**src/rtl/inst_package.sv**
```systemverilog
// Shared instruction-set constants and the fetch-stage state encoding.
package inst_package;

  localparam logic [5:0]  Nop        = 6'h3f;
  localparam logic [63:0] NOP_BUNDLE = {Nop, 26'b0, Nop, 26'b0};

  typedef enum logic [2:0] {
    IDLE,
    PRIME,
    RUN,
    STALL,
    REDIRECT
  } fetch_state_t;

endpackage

```
**src/rtl/fetch.sv**
```systemverilog
// Instruction fetch: drives a 1-cycle-latency bundle BRAM and presents pc/inst to decode.
// Optional FETCH_STAT_EN adds saturating bundle/stall/flush counters.
module fetch
  import inst_package::*;
#(
  parameter int          ADDR_W   = 15,
  parameter logic [31:0] RESET_PC = 32'd0
) (
  input  logic              clk,
  input  logic              rstn,
  input  logic              start,
  input  logic              interlock,
  input  logic              branch_flag,
  input  logic [31:0]       branch_pc,
  output logic [ADDR_W-1:0] imem_addr,
  output logic              imem_en,
  input  logic [63:0]       imem_rdata,
  output logic [31:0]       pc,
  output logic [63:0]       inst,
  output logic              running
`ifdef FETCH_STAT_EN
  ,
  output logic [31:0]       stat_bundles,
  output logic [31:0]       stat_stall,
  output logic [31:0]       stat_flush
`endif
);

  fetch_state_t state, state_nxt;
  logic [31:0]  req_pc, req_pc_nxt, req_pc_inc;
  logic [63:0]  hold_inst;
  logic         capture;

  assign req_pc_inc = req_pc + 32'd1;

  always_ff @(posedge clk) begin
    if (!rstn) begin
      state     <= IDLE;
      req_pc    <= 32'd0;
      hold_inst <= NOP_BUNDLE;
    end else begin
      state  <= state_nxt;
      req_pc <= req_pc_nxt;
      if (capture) hold_inst <= imem_rdata;
    end
  end

  always_comb begin
    state_nxt  = state;
    req_pc_nxt = req_pc;
    imem_addr  = req_pc[ADDR_W-1:0];
    imem_en    = 1'b0;
    pc         = req_pc;
    inst       = NOP_BUNDLE;
    running    = 1'b1;
    capture    = 1'b0;
    case (state)
      IDLE: begin
        pc      = 32'd0;
        running = 1'b0;
        if (start) begin
          req_pc_nxt = RESET_PC;
          state_nxt  = PRIME;
        end
      end
      PRIME: begin
        imem_en   = 1'b1;
        state_nxt = RUN;
      end
      RUN: begin
        inst = imem_rdata;
        if (interlock) begin
          capture   = 1'b1;
          state_nxt = STALL;
        end else begin
          imem_en    = 1'b1;
          imem_addr  = req_pc_inc[ADDR_W-1:0];
          req_pc_nxt = req_pc_inc;
        end
      end
      STALL: begin
        inst = hold_inst;
        // Leaving the stall: the held bundle is consumed this cycle, so fetch the next one.
        if (!interlock) begin
          imem_en    = 1'b1;
          imem_addr  = req_pc_inc[ADDR_W-1:0];
          req_pc_nxt = req_pc_inc;
          state_nxt  = RUN;
        end
      end
      REDIRECT: begin
        pc        = 32'd0;
        imem_en   = 1'b1;
        state_nxt = RUN;
      end
      default: state_nxt = IDLE;
    endcase
    if (state != IDLE && branch_flag) begin
      capture    = 1'b0;
      imem_en    = 1'b1;
      imem_addr  = branch_pc[ADDR_W-1:0];
      req_pc_nxt = branch_pc;
      state_nxt  = REDIRECT;
    end
  end

`ifdef FETCH_STAT_EN
  always_ff @(posedge clk) begin
    if (!rstn) begin
      stat_bundles <= 32'd0;
      stat_stall   <= 32'd0;
      stat_flush   <= 32'd0;
    end else begin
      if (state == RUN && !interlock && !branch_flag && stat_bundles != '1)
        stat_bundles <= stat_bundles + 32'd1;
      if (state == STALL && stat_stall != '1)
        stat_stall <= stat_stall + 32'd1;
      if (state != IDLE && branch_flag && stat_flush != '1)
        stat_flush <= stat_flush + 32'd1;
    end
  end
`endif

endmodule
```
**config.mk**
```make
export PLATFORM = sky130hd
export DESIGN_NAME = fetch
export DESIGN_NICKNAME = d
export VERILOG_FILES = /design/src/rtl/inst_package.sv /design/src/rtl/fetch.sv
export SDC_FILE = /design/constraint.sdc
export NUM_CORES = 1
export LEC_CHECK = 0
export CORE_ASPECT_RATIO = 0.9
export CORE_MARGIN = 5
export CORE_UTILIZATION = 46
export CTS_CLUSTER_DIAMETER = 60
export DETAILED_ROUTE_END_ITERATION = 12
export GPL_ROUTABILITY_DRIVEN = 0
export PLACE_DENSITY = 0.79
export SYNTH_ARGS = -nofsm -noshare
export SYNTH_HDL_FRONTEND = slang
export SYNTH_SLANG_ARGS = --single-unit
```
**constraint.sdc**
```tcl
create_clock -name clk -period 2.3 [get_ports clk]
set_input_delay 0.46 -clock clk [delete_from_list [all_inputs] [get_ports clk]]
set_output_delay 0.46 -clock clk [all_outputs]
set_load 0.05 [all_outputs]
```
==> impl_results.md, run 1 <==
* Clk_lat worst skew at approximately 0.35 ns
* Placed cell count at approximately 1,200
* Failing checks: negative setup slack
* Worst-path maximum fanout at 6
* Worst-Margin Slew at 0.464 ns
* Via count at between 7,000 and 8,000
* Clock root buffer: clkbuf_16
* Post-synthesis compound-gate area fraction at around 17%
* Final worst setup slack at -0.147 ns
* Setup CP Type: flop to primary output
* Multiplexer share of the synthesized area at 12.2%
* Netlist cell types at roughly 60
* Ports at 214
* Slowest stage delay, CP at approximately 0.40 ns
* CTS tree: built
* Synth top area share at around a third
* Gr usage total at 27.7%
* Number of global-route vias before repair at about 6,600
* Critical-path top delay cell: dfxtp_2
* Post-synthesis adder-cell area fraction at 0.209%
* Setup-failing EPs final at 11
* Max transition margin at between 60% and 70%
* Outcome: finished, violations left
* Drt pass-1 iters at 6
* Final cell count without fillers at between 1,000 and 1,500
* Drt wl/cell at about 19 um
* Gr ovfl total at 0
* Largest net degree at the start of global routing at between 60 and 70
* Die W at approximately 130 um
* Iter 0 DRT Violations at 630
* Worst EP arrival at approximately 2.0 ns
* Maximum VDD drop at roughly 490 uV
* Final hold vios at 0
* Clock Pin Slew Worst Setup and Hold Paths at 0.07 ns
* Pre-CTS setup slack at -0.362 ns
* Post-synth EDFFs at 0
* Setup TNS at -0.691 ns
* Post-DP HPWL at roughly 15,000 um
* Core Area at 12,700 um^2
* CTS buffer count at 9
* Hold WS at between 0.3 and 0.4 ns
* P per Cell Area at between 400 and 500 nW/um^2
* Fraction of layout cells with a size suffix above 1 at a little under a third
* First-pass GRT wire length at 34,700 um
* Synth area leaders: dfxtp_1 (33%), nand2_1 (12%), mux2i_1 (12%)
* Mapped Nets at between 900 and 1,000
* Syn-to-layout area delta at 73.9%
* Seq cells post-synth at 99
* P_leak at around 3.9 nW
* Vias/cell at between 5 and 6
* Worst setup EP type: primary output
* CTS max path bufs at 2
* WL final at roughly 23,000 um
* Filler cell count at approximately 760
* Synth warn at 0
* H-tree depth at 3
* Mapped Area at 5970 um^2
* Fin crit share at 106%
* FMAX at between 400 and 500 MHz
* CP Data Required Time at about 1.8 ns
* Avg Cell Area, Syn at about 7.3 um^2
* Max-slew violation count at 0
* Core Util, Final at around four fifths
* Initial Util at between 40% and 50%
* Post-synthesis xor/xnor area fraction at about 1.9%
* Async S/R FF share, synth at 0%
* Simple-gate share of the synthesized area at between 30% and 40%
* Hold crit path type: input pin to flop
* Max-cap violations at 0
* Initial antenna violation count at 1
* I/O Buffers at 213
* Residual DRC count at 0
* Layout Skew at approximately 0.0080 ns
* Worst setup SP type: flop
* Sink Count at 99
* Nets at 1,173
* Die height at approximately 120 um
* Main combinational cell family by area after synthesis: simple AND/OR/NAND/NOR gates
* RSZ-0062 raised after global routing: yes
* CP cell instances: nand4_1, nor4_4, buf_4, nand2_4, xor2_2, o21ai_4, buf_12
* Sequential share of the synthesized area at ~33%
* Tmin final at between 2 and 2.5 ns
* Cell taking the most area after synthesis: dfxtp_1
* Die area at about 15,000 um^2
* Rows at 39
* DRT antenna net count at 0
* Top_reg_cell synth: dfxtp_1
* Syn Inst Count at 820
## where the power goes
part | total, mW | switching [mW] | internal, mW
combinational | 1.44 | 0.769 | 0.671
sequential | 1.80 | 0.0542 | 1.75
clock | 1.57 | 0.668 | 0.902
total | 4.81 | 1.49 | 3.32
## synth_stat cells, drive strengths merged, types with 3 or more instances
| master | number |
|---|---|
| a21boi | 13 |
| a21oi | 53 |
| a22o | 4 |
| a22oi | 9 |
| a31oi | 4 |
| and2 | 6 |
| and3 | 5 |
| and4 | 7 |
| buf | 12 |
| clkbuf | 57 |
| dfxtp | 99 |
| inv | 5 |
| mux2i | 73 |
| nand2 | 195 |
| nand3 | 34 |
| nand4 | 9 |
| nor2 | 76 |
| nor2b | 31 |
| nor3 | 11 |
| nor3b | 4 |
| nor4 | 10 |
| o211ai | 5 |
| o21ai | 43 |
| o22ai | 4 |
| o31a | 5 |
| o31ai | 3 |
| or3 | 3 |
| or4 | 3 |
| xnor2 | 5 |
| xor2 | 8 |
## through the flow
stage / instance area (um^2) / total power [mW]
3_3_place_gp: 9550 / 3.18
4_1_cts: 10100 / 4.78
3_5_place_dp: 9550 / 3.19
5_1_grt: 10400 / 4.98
6_report: 10400 / 4.81
2_1_floorplan: 6190 / 2.53
## cells in the final DEF, fill, tap and decap left out, types with 5 or more instances in the layout
cell             count
nor2_1              33
mux2i_1             73
and3_1               5
o21ai_0             17
a21boi_1            10
nand4_1              8
nand2_1            192
nor3_1               6
buf_12              83
nor2b_1             31
nand3_2              5
o211ai_1             5
dfxtp_4             10
buf_6               13
nand3_1             29
o21ai_1             12
a21oi_1             53
nor4_1               6
clkbuf_16            9
a22oi_1              9
clkdlybuf4s50_1     97
xor2_2               5
buf_4              112
and2_1               5
dfxtp_1             85
and4_1               5
o21ai_2              7
nor2_2              42
o21ai_4              7
## cell type report
cell class	instances	area [um^2]	area share [%]
antenna	1	2.50	0.0241
clock buffer	12	256	2.47
clock inverter	4	48.8	0.470
inverter	5	18.8	0.181
multi-input combinational	647	4170	40.2
sequential	99	2020	19.5
tap	164	205	1.97
timing repair buffer	309	3660	35.2
## worst max-delay path, delay by kind of cell, from the launching register on
kind	cells	cell delay (ns)
simple gates	3	0.60
flops	1	0.40
compound gates	1	0.15
buf+inv	2	0.32
xor+xnor	1	0.17
## registers in the layout, summed over array words and instances (netlist names)
signal and flops:
hold_inst 64, req_pc 32, state 3
## cell families after synthesis
| group | Yosys count |
|---|---|
| AO/OA/AOI/OAI | 161 |
| XOR/XNOR | 13 |
| adder cells (fa/ha/maj) | 1 |
| buffers and inverters | 74 |
| flip-flops | 99 |
| multiplexers | 73 |
| AND/OR/NAND/NOR | 399 |
## metal layers
layer	GRT usage [%]	wire length (um)	vias to the layer above
met5	0	0	-
met4	9.55	916	0
met3	6.94	1990	78
met2	44.3	11000	400
met1	36.1	9400	3306
li1	-	-	3335
## what timing repair did
item	4_1_cts	5_1_grt
hold buffers	0	0
resized for setup	50	34
cloned	1	0
buffers inserted	14	9
endpoints found under the setup margin	15	18
pin swaps	15	9
## path summary, 6_finish.rpt
kind | to | cells after the start | start | slack, ns
worst max-delay path | imem_addr[13] | 7 | req_pc[9]$_SDFFE_PN0P_ | -0.15
worst min-delay path | hold_inst[63]$_SDFFE_PN1P_ | 2 | rstn | 0.36
worst max register to register | req_pc[19]$_SDFFE_PN0P_ | 7 | req_pc[2]$_SDFFE_PN0P_ | -0.04
worst min register to register | hold_inst[25]$_SDFFE_PN0P_ | 2 | hold_inst[25]$_SDFFE_PN0P_ | 0.45
No activity file was read; power rests on OpenSTA's default activity.
==> run 2, diff against run 1 <==
- CTS_CLUSTER_SIZE: unset -> 16
==> results of run 2 <==
Same layout as run 1: the final DEF is identical, and so are final timing and power.
